$ cat src/rtl/rosc_entropy_sampler_pkg.sv
// rtl/rosc_entropy_sampler_pkg.sv - shared encodings and defaults for the ring-oscillator entropy sampler
package rosc_entropy_sampler_pkg;

  localparam int WORD_W                = 32;
  localparam int BIT_CNT_W             = 6;
  localparam int SAMPLE_CNT_W          = 8;
  localparam int STUCK_CNT_W           = 8;
  localparam int SAMPLE_CYCLES_DEFAULT = 16;
  localparam int STUCK_LIMIT_DEFAULT   = 64;

  typedef enum logic [1:0] {
    ST_IDLE    = 2'd0,
    ST_COLLECT = 2'd1,
    ST_FULL    = 2'd2
  } state_t;

endpackage

$ cat src/rtl/rosc_bit_sync.sv
// rtl/rosc_bit_sync.sv - two-flop synchronizer for the free-running oscillator output
module rosc_bit_sync (
  input  logic clk,
  input  logic reset,
  input  logic async_bit,
  output logic sync_bit
);

  (* preserve, async_reg = "true" *) logic meta;
  (* preserve, async_reg = "true" *) logic stable;

  always_ff @(posedge clk or posedge reset) begin
    if (reset) begin
      meta   <= 1'b0;
      stable <= 1'b0;
    end else begin
      meta   <= async_bit;
      stable <= meta;
    end
  end

  assign sync_bit = stable;

endmodule

$ cat src/rtl/rosc_entropy_sampler.sv
// rtl/rosc_entropy_sampler.sv - samples a ring oscillator, von Neumann debiases it and packs 32-bit words
module rosc_entropy_sampler
  import rosc_entropy_sampler_pkg::*;
#(
  parameter int SAMPLE_CYCLES = SAMPLE_CYCLES_DEFAULT,
  parameter int STUCK_LIMIT   = STUCK_LIMIT_DEFAULT
) (
  input  logic              clk,
  input  logic              reset,
  input  logic              enable,
  input  logic              rosc_bit,
  output logic [WORD_W-1:0] entropy_data,
  output logic              entropy_valid,
  input  logic              entropy_ack,
  output logic              stuck_alarm
);

  localparam logic [SAMPLE_CNT_W-1:0] SAMPLE_LAST = SAMPLE_CNT_W'(SAMPLE_CYCLES - 1);
  localparam logic [STUCK_CNT_W-1:0]  STUCK_MAX   = STUCK_CNT_W'(STUCK_LIMIT);
  localparam logic [BIT_CNT_W-1:0]    LAST_BIT    = BIT_CNT_W'(WORD_W - 1);

  state_t                  state;
  state_t                  next_state;
  logic                    sync_bit;
  logic [SAMPLE_CNT_W-1:0] sample_cnt;
  logic                    pair_have;
  logic                    pair_first;
  logic [BIT_CNT_W-1:0]    bit_cnt;
  logic [WORD_W-1:0]       shift_reg;
  logic [WORD_W-1:0]       shift_next;
  logic [STUCK_CNT_W-1:0]  stuck_cnt;
  logic [STUCK_CNT_W-1:0]  stuck_next;
  logic                    have_prev;
  logic                    prev_sample;
  logic                    sample_tick;
  logic                    accept;
  logic                    word_done;
  logic                    ack_take;

  rosc_bit_sync u_sync (
    .clk       (clk),
    .reset     (reset),
    .async_bit (rosc_bit),
    .sync_bit  (sync_bit)
  );

  always_ff @(posedge clk or posedge reset) begin
    if (reset) begin
      state <= ST_IDLE;
    end else begin
      state <= next_state;
    end
  end

  always_comb begin
    next_state  = state;
    sample_tick = 1'b0;
    accept      = 1'b0;
    word_done   = 1'b0;
    ack_take    = 1'b0;
    case (state)
      ST_IDLE: begin
        if (enable) next_state = ST_COLLECT;
      end
      ST_COLLECT: begin
        sample_tick = (sample_cnt == SAMPLE_LAST);
        accept      = sample_tick && pair_have && (pair_first != sync_bit);
        word_done   = accept && (bit_cnt == LAST_BIT);
        if (word_done) next_state = ST_FULL;
      end
      ST_FULL: begin
        // Sampling keeps running here only so the stuck monitor stays live.
        sample_tick = (sample_cnt == SAMPLE_LAST);
        ack_take    = entropy_ack;
        if (entropy_ack) next_state = ST_COLLECT;
      end
      default: next_state = ST_IDLE;
    endcase
    if (!enable) begin
      next_state  = ST_IDLE;
      sample_tick = 1'b0;
      accept      = 1'b0;
      word_done   = 1'b0;
      ack_take    = 1'b0;
    end
    entropy_valid = (state == ST_FULL);
  end

  // Pair 01 yields 0 and 10 yields 1, so the accepted bit is always the first sample.
  assign shift_next = {shift_reg[WORD_W-2:0], pair_first};

  always_comb begin
    stuck_next = STUCK_CNT_W'(1);
    if (have_prev && (sync_bit == prev_sample)) begin
      stuck_next = (stuck_cnt >= STUCK_MAX) ? STUCK_MAX : stuck_cnt + STUCK_CNT_W'(1);
    end
  end

  always_ff @(posedge clk or posedge reset) begin
    if (reset) begin
      sample_cnt  <= '0;
      pair_have   <= 1'b0;
      pair_first  <= 1'b0;
      bit_cnt     <= '0;
      shift_reg   <= '0;
      stuck_cnt   <= '0;
      have_prev   <= 1'b0;
      prev_sample <= 1'b0;
      stuck_alarm <= 1'b0;
    end else if (!enable) begin
      sample_cnt  <= '0;
      pair_have   <= 1'b0;
      pair_first  <= 1'b0;
      bit_cnt     <= '0;
      shift_reg   <= '0;
      stuck_cnt   <= '0;
      have_prev   <= 1'b0;
      prev_sample <= 1'b0;
      stuck_alarm <= 1'b0;
    end else begin
      if (ack_take) begin
        sample_cnt <= '0;
        pair_have  <= 1'b0;
        bit_cnt    <= '0;
        shift_reg  <= '0;
      end else if (state != ST_IDLE) begin
        sample_cnt <= sample_tick ? '0 : sample_cnt + SAMPLE_CNT_W'(1);
        if ((state == ST_COLLECT) && sample_tick) begin
          if (!pair_have) begin
            pair_have  <= 1'b1;
            pair_first <= sync_bit;
          end else begin
            pair_have <= 1'b0;
            if (accept) begin
              shift_reg <= shift_next;
              bit_cnt   <= bit_cnt + BIT_CNT_W'(1);
            end
          end
        end
      end
      if (sample_tick) begin
        stuck_cnt   <= stuck_next;
        have_prev   <= 1'b1;
        prev_sample <= sync_bit;
        if (stuck_next >= STUCK_MAX) stuck_alarm <= 1'b1;
      end
    end
  end

  always_ff @(posedge clk or posedge reset) begin
    if (reset) begin
      entropy_data <= '0;
    end else if (word_done) begin
      entropy_data <= shift_next;
    end
  end

endmodule

$ cat config.mk
export PLATFORM = sky130hd
export DESIGN_NAME = rosc_entropy_sampler
export DESIGN_NICKNAME = d
export VERILOG_FILES = /design/src/rtl/rosc_entropy_sampler_pkg.sv /design/src/rtl/rosc_bit_sync.sv /design/src/rtl/rosc_entropy_sampler.sv
export SDC_FILE = /design/constraint.sdc
export NUM_CORES = 1
export LEC_CHECK = 0
export CAP_MARGIN = 20
export CELL_PAD_IN_SITES_DETAIL_PLACEMENT = 1
export CELL_PAD_IN_SITES_GLOBAL_PLACEMENT = 1
export CORE_UTILIZATION = 41
export DETAILED_ROUTE_END_ITERATION = 12
export PLACE_DENSITY_LB_ADDON = 0.3
export SYNTH_ARGS = -nofsm -noshare
export SYNTH_HDL_FRONTEND = slang
export SYNTH_SLANG_ARGS = --single-unit
$ cat constraint.sdc
create_clock -name clk -period 5.3 [get_ports clk]
set_input_delay 0.53 -clock clk [delete_from_list [all_inputs] [get_ports clk]]
set_output_delay 0.53 -clock clk [all_outputs]
set_load 0.01 [all_outputs]
==> results of run 1 <==
-- Yosys cell counts (2+ instances only) --
library cell / instances / area (µm²)
a21oi_1: 46 / 230
a311oi_1: 2 / 17.5
a31oi_1: 3 / 18.8
and2_1: 3 / 18.8
and3_1: 6 / 37.5
and4_1: 2 / 17.5
buf_2: 6 / 30.0
buf_6: 3 / 33.8
clkbuf_1: 9 / 33.8
dfrtp_1: 94 / 2350
ha_1: 6 / 75.1
inv_1: 5 / 18.8
mux2_2: 4 / 45.0
mux2_4: 29 / 435
nand2_1: 86 / 323
nand2b_1: 3 / 18.8
nand3_1: 16 / 80.1
nand4_1: 3 / 18.8
nor2_1: 15 / 56.3
nor2b_1: 2 / 12.5
nor3_1: 2 / 10.0
o21ai_0: 8 / 40.0
o22ai_1: 2 / 12.5
or2_2: 2 / 12.5
or3_1: 4 / 25.0
or4_1: 3 / 22.5
xnor2_1: 4 / 35.0
xor2_1: 2 / 17.5
-- stage by stage --
stage | cell area, µm² | std cells | worst slack (ns) | hold WS (ns) | utilization
2_1_floorplan | 4220 | 386 | 2.32 | 0.331 | -
4_1_cts | 4890 | 559 | 2.71 | 0.364 | 0.495
6_report | 4890 | 559 | 2.73 | 0.360 | 0.495
3_3_place_gp | 4700 | 543 | 2.54 | 0.335 | 0.476
3_5_place_dp | 4700 | 543 | 2.44 | 0.348 | 0.476
5_1_grt | 4890 | 559 | 2.61 | 0.378 | 0.495
-- where the power goes --
group / leakage, nW / switching [W] / total, W / internal [W]
clock network: 0.0909 / 0.000280 / 0.000460 / 0.000180
logic: 0.807 / 0.0000693 / 0.000101 / 0.0000316
registers: 1.31 / 0.0000116 / 0.000737 / 0.000726
total: 2.21 / 0.000361 / 0.00130 / 0.000938
-- layout by cell type (no fill, tap or decap), types with 2 or more instances in the layout --
cell,instances
ha_1,6
xnor2_1,4
o21ai_0,8
inv_1,4
nand4_1,3
nand3_1,16
nor2_1,15
or3_1,4
nor3_1,2
a311oi_1,2
clkinvlp_4,2
and3_1,6
nor2b_1,2
and4_1,2
xor2_1,2
dfrtp_1,94
clkbuf_8,9
nand2b_1,3
and2_1,3
mux2_2,4
a21oi_1,46
buf_4,4
mux2_4,29
o22ai_1,2
a31oi_1,3
inv_6,2
or4_1,3
nand2_1,86
clkdlybuf4s50_1,38
or2_2,2
-- final cells by class --
cell class / instances / area share
timing repair buffer: 42 / 0.0840
multi-input combinational: 269 / 0.358
clock buffer: 9 / 0.0253
clock inverter: 7 / 0.0133
sequential: 94 / 0.481
tap: 133 / 0.0341
inverter: 5 / 0.00435
-- worst max path at each step --
| stage | to | slack [ns] | depth (start not counted) | start |
|---|---|---|---|---|
| 2_1_floorplan | bit_cnt[0] | 2.32 | 1 | reset |
| 3_3_place_gp | entropy_data[20] | 2.54 | 3 | enable |
| 3_5_place_dp | entropy_data[24] | 2.44 | 3 | enable |
| 4_1_cts | entropy_data[2] | 2.71 | 4 | sample_cnt[6] |
| 5_1_grt | entropy_data[8] | 2.61 | 4 | sample_cnt[6] |
| 6_report | entropy_data[8] | 2.73 | 4 | sample_cnt[6] |
-- critical path: stages, from the launching register on --
cell and delay [ns]:
dfrtp_1 0.45, nor4_4 0.47, and2_1 0.26, nand4_4 0.70, mux2_4 0.56
-- per-layer routing --
layer / up-vias / wire [µm] / GRT usage
met5: - / 0 / 0
met4: 0 / 122 / 0.0704
met3: 9 / 198 / 0.0323
met2: 37 / 4570 / 0.321
met1: 1531 / 4220 / 0.245
li1: 1402 / - / -
-- cells by family after synthesis --
| logic type | count (synthesis) | share of synthesized area |
|---|---|---|
| multiplexers | 34 | 0.116 |
| XOR/XNOR | 6 | 0.0125 |
| adder cells (fa/ha/maj) | 6 | 0.0178 |
| flip-flops | 94 | 0.558 |
| AO/OA/AOI/OAI | 69 | 0.0923 |
| AND/OR/NAND/NOR | 154 | 0.176 |
| buffers and inverters | 23 | 0.0276 |
==> results.yml, run 1 <==
floorplan:
  die_w_um: 103
  coreArea_um2: 9860
  initial_core_util: 0.427
  io_pins: 39
  fp.dieH_um: 103
  dieArea_um2: 10700
  row_count: 36
synth:
  synthCells: 386
  ys_seq_elements: 94
  async_reset_ff_frac: 1.00
  ys_types: 44
  synth_area_um2: 4220
  synth.avg_cell_area_um2: 10.9
  syn-num-nets: 397
  synth_edf_count: 0
  yosys_warnings: 0
  ys_seq_area_frac: 0.558
  yosys_most_used_dff: "dfrtp_1"
cells_and_area:
  largest_reg_flops: 32
  n_antenna_cell: 0
  multi_input_area_um2: 1750
  regArea_um2: 2350
  drive_gt1_frac: 0.141
  fin_nets: 432
  final.fill_count: 1082
  syn_to_final_growth_pct: 15.9
hold_path:
  hold_start: "u_sync.meta"
  whs_path_depth: 0
  min-delay-path-class: "register to register"
  holdPathEnd: "u_sync.sync_bit"
placement:
  gp_congestion: 0.817
  port_buffers: 38
  dp_hpwl_um: 5980
routing:
  drc: 0
  ant_nets: 0
  vias: 2979
  wirelength_um: 9110
  via_per_inst: 5.33
  first_iter_violations: 123
  wl_per_cell_um: 16.3
  drt_pass1_iterations: 4
sta:
  slew_violations: 0
  finalCritPeriodShare: 0.485
  finalSetupViolations: 0
  tightestPinTransition_ns: 0.899
  final_hold_viol_count: 0
  rsz0062_at_grt: "false"
  clock_skew_ns: 0.0152
  maxSlewHeadroom: 0.400
  fmax_mhz: 389
  fin_crit_ns: 2.57
  setup_tns_ns: 0
clock_network:
  cts_tree: "done"
  path_clk_slew_ns: 0.10
  cts-root-buf: "clkbuf_8"
  cts_resized: 0
  clk_latency_ns: 0.36
  clockBufferDepth: 2
  ctsHtreeMaxLevel: 3
  numCtsBuffers: 9
  cts.sinks: 94
  post_cts.repair.setup_buffers: 0
  hold_buffers: 0
run_status:
  status: "finished, final reports clean"
critical_path:
  cp.arrival_ns: 2.81
  crit_type: "register to register"
  critPathCaptureType: "register"
  worstPathRequired_ns: 5.54
  r2r_end: "entropy_data[8]"
  reg2regPathDepth: 4
  worst-path-max-fanout: 33
  cp-start-kind: "register"
  worst-r2r-setup-slack_ns: 2.73
  r2r_start: "sample_cnt[6]"
global_route:
  grt_pass1_wl_um: 15600
  overflow: 0
  grt.total_usage: 0.190
  antenna_found_initial: 0
  grt_max_degree: 55
  grt_pass1_vias: 3190
power_and_ir_drop:
  leakagePower_nw: 2.21
  powerDensity_nw_per_um2: 266
  power_w: 0.00130
  vdd_drop_max_v: 0.000121
job:
  maxCapViolCount: 0
(Power assumes the default switching activity.)
==> run 2: changes to the inputs <==
Clock period 5.3 ns to 2.11 ns, I/O delays scaled along.
==> results.yml, run 2 (synthesis gave the netlist of run 1 again) <==
global_route:
  grt_pass1_wl_um: 15100
  overflow: 0
  grt.total_usage: 0.189
  grt_pass1_vias: 3099
  antenna_found_initial: 0
  grt_max_degree: 42
cells_and_area:
  n_antenna_cell: 0
  final.fill_count: 1053
  largest_reg_flops: 32
  design_area_um2: 5090
  syn_to_final_growth_pct: 20.8
  fin_nets: 449
  drive_gt1_frac: 0.178
  final_util: 0.516
  instances_no_fill: 576
  mostFrequentLayoutCell: "dfrtp_1"
  mostFrequentLayoutCells: "94 x dfrtp_1, 86 x nand2_1, 46 x a21oi_1"
clock_network:
  cts_tree: "done"
  clockBufferDepth: 2
  numCtsBuffers: 9
  clk_latency_ns: 0.38
  cts-root-buf: "clkbuf_8"
  ctsHtreeMaxLevel: 3
  cts.sinks: 94
  path_clk_slew_ns: 0.09
critical_path:
  crit_path_max_incr_delay_ns: 0.53
  worst-r2r-setup-slack_ns: 0.13
  crit_type: "register to register"
  cp-start-kind: "register"
  path_cells: "inv_1, ha_4, and4b_1, nand4_1, or4_1, o21ai_0"
  worst-path-max-fanout: 7
  endpoint: "bit_cnt[3]"
  cp_slowest_cell: "or4_1"
  cp.depth: 6
  cp_top_family: "simple AND/OR/NAND/NOR gates"
  cp-startpoint: "state[0]"
  reg2regPathDepth: 6
  r2r_end: "bit_cnt[3]"
  crit_buf_inv: 1
  worstPathRequired_ns: 2.40
  r2r_start: "state[0]"
  critPathCaptureType: "register"
  cp.arrival_ns: 2.27
routing:
  ant_nets: 0
  drt_pass1_iterations: 4
  wirelength_um: 9230
  first_iter_violations: 86
  via_per_inst: 5.27
  m1WireLength_um: 4230
  wl_per_cell_um: 16.0
  met2WireLength_um: 4640
  drc: 0
  vias: 3033
  top_layer_used: "met4"
  met3_length_um: 217
placement:
  gp_congestion: 0.799
  dp_hpwl_um: 6280
  dpl.cell_count: 557
  port_buffers: 38
  place_area_um2: 4870
  pre_cts_slack_ns: 0.132
run_status:
  status: "finished, final reports clean"
sta:
  slew_violations: 0
  clock_skew_ns: 0.0114
  finalSetupViolations: 0
  tightestPinTransition_ns: 0.510
  setup_slack_ns: 0.127
  final_hold_viol_count: 0
  finalCritPeriodShare: 0.940
  fin_crit_ns: 1.98
  fmax_mhz: 504
  timing.hold.ws_ns: 0.216
  maxSlewHeadroom: 0.659
power_and_ir_drop:
  p_int_w: 0.00243
  power_frac_clock: 0.349
  vdd_drop_max_v: 0.000278
  swShare: 0.268
  comb_power_share: 0.095
  leakagePower_nw: 2.31
  netSwitchingPower_w: 0.000892
  p_seq_frac: 0.556
  powerDensity_nw_per_um2: 653
hold_path:
  min-delay-path-class: "input pin to asynchronous set/reset pin"
floorplan:
  die_w_um: 103
  coreArea_um2: 9860
  fp.dieH_um: 103
  dieArea_um2: 10700
  io_pins: 39
  initial_core_util: 0.427
  row_count: 36
job:
  maxCapViolCount: 0
==> run 2: power by group through the flow <==
stage	clock, W	sequential, W	combinational [W]
detailed placement	0	0.00188	0.000278
finish	0.00116	0.00185	0.000315
floorplan	0	0.00188	0.000183
global route	0.00126	0.00186	0.000350
CTS	0.00120	0.00185	0.000279
global placement	0	0.00188	0.000272
==> run 2: worst min path at each step <==
stage / start / to / slack, ns / cells past startpoint
final: reset / bit_cnt[5] / 0.22 / 2
after CTS: reset / bit_cnt[5] / 0.22 / 2
after global routing: reset / bit_cnt[5] / 0.25 / 2
after floorplan: rosc_bit / u_sync.meta / 0.24 / 0
after global placement: u_sync.meta / u_sync.sync_bit / 0.33 / 0
after detailed placement: u_sync.meta / u_sync.sync_bit / 0.34 / 0
==> run 2: repair_timing <==
action,CTS,global route
resized for setup,0,2
hold buffers,0,0
setup buffers,0,3
setup endpoints to repair,0,3
==> run 2: routing by layer <==
| layer | track usage | vias up |
|---|---|---|
| met1 | 0.234 | 1546 |
| met3 | 0.0403 | 11 |
| met5 | 0 | - |
| met2 | 0.322 | 35 |
| met4 | 0.0737 | 0 |
| li1 | - | 1441 |
==> run 2: worst register-to-register path, cell delays in order, from the launching register on <==
cell	delay (ns)
dfrtp_1	0.42
inv_1	0.11
ha_4	0.17
and4b_1	0.30
nand4_1	0.26
or4_1	0.53
o21ai_0	0.10
==> run 2: area by class of cell <==
type / instances / area, µm² / share of cell area
Sequential cell: 94 / 2350 / 0.462
Multi-Input combinational cell: 269 / 1760 / 0.346
Timing Repair Buffer: 59 / 601 / 0.118
Tap cell: 133 / 166 / 0.0327
Clock buffer: 10 / 138 / 0.0270
Clock inverter: 6 / 50.0 / 0.00983
Inverter: 5 / 22.5 / 0.00442
==> run 2: metrics by stage <==
step | total power, W | TNS, ns
finish | 0.00333 | 0
global route | 0.00347 | -0.0774
CTS | 0.00333 | 0
detailed placement | 0.00216 | 0
global placement | 0.00215 | 0
floorplan | 0.00206 | 0
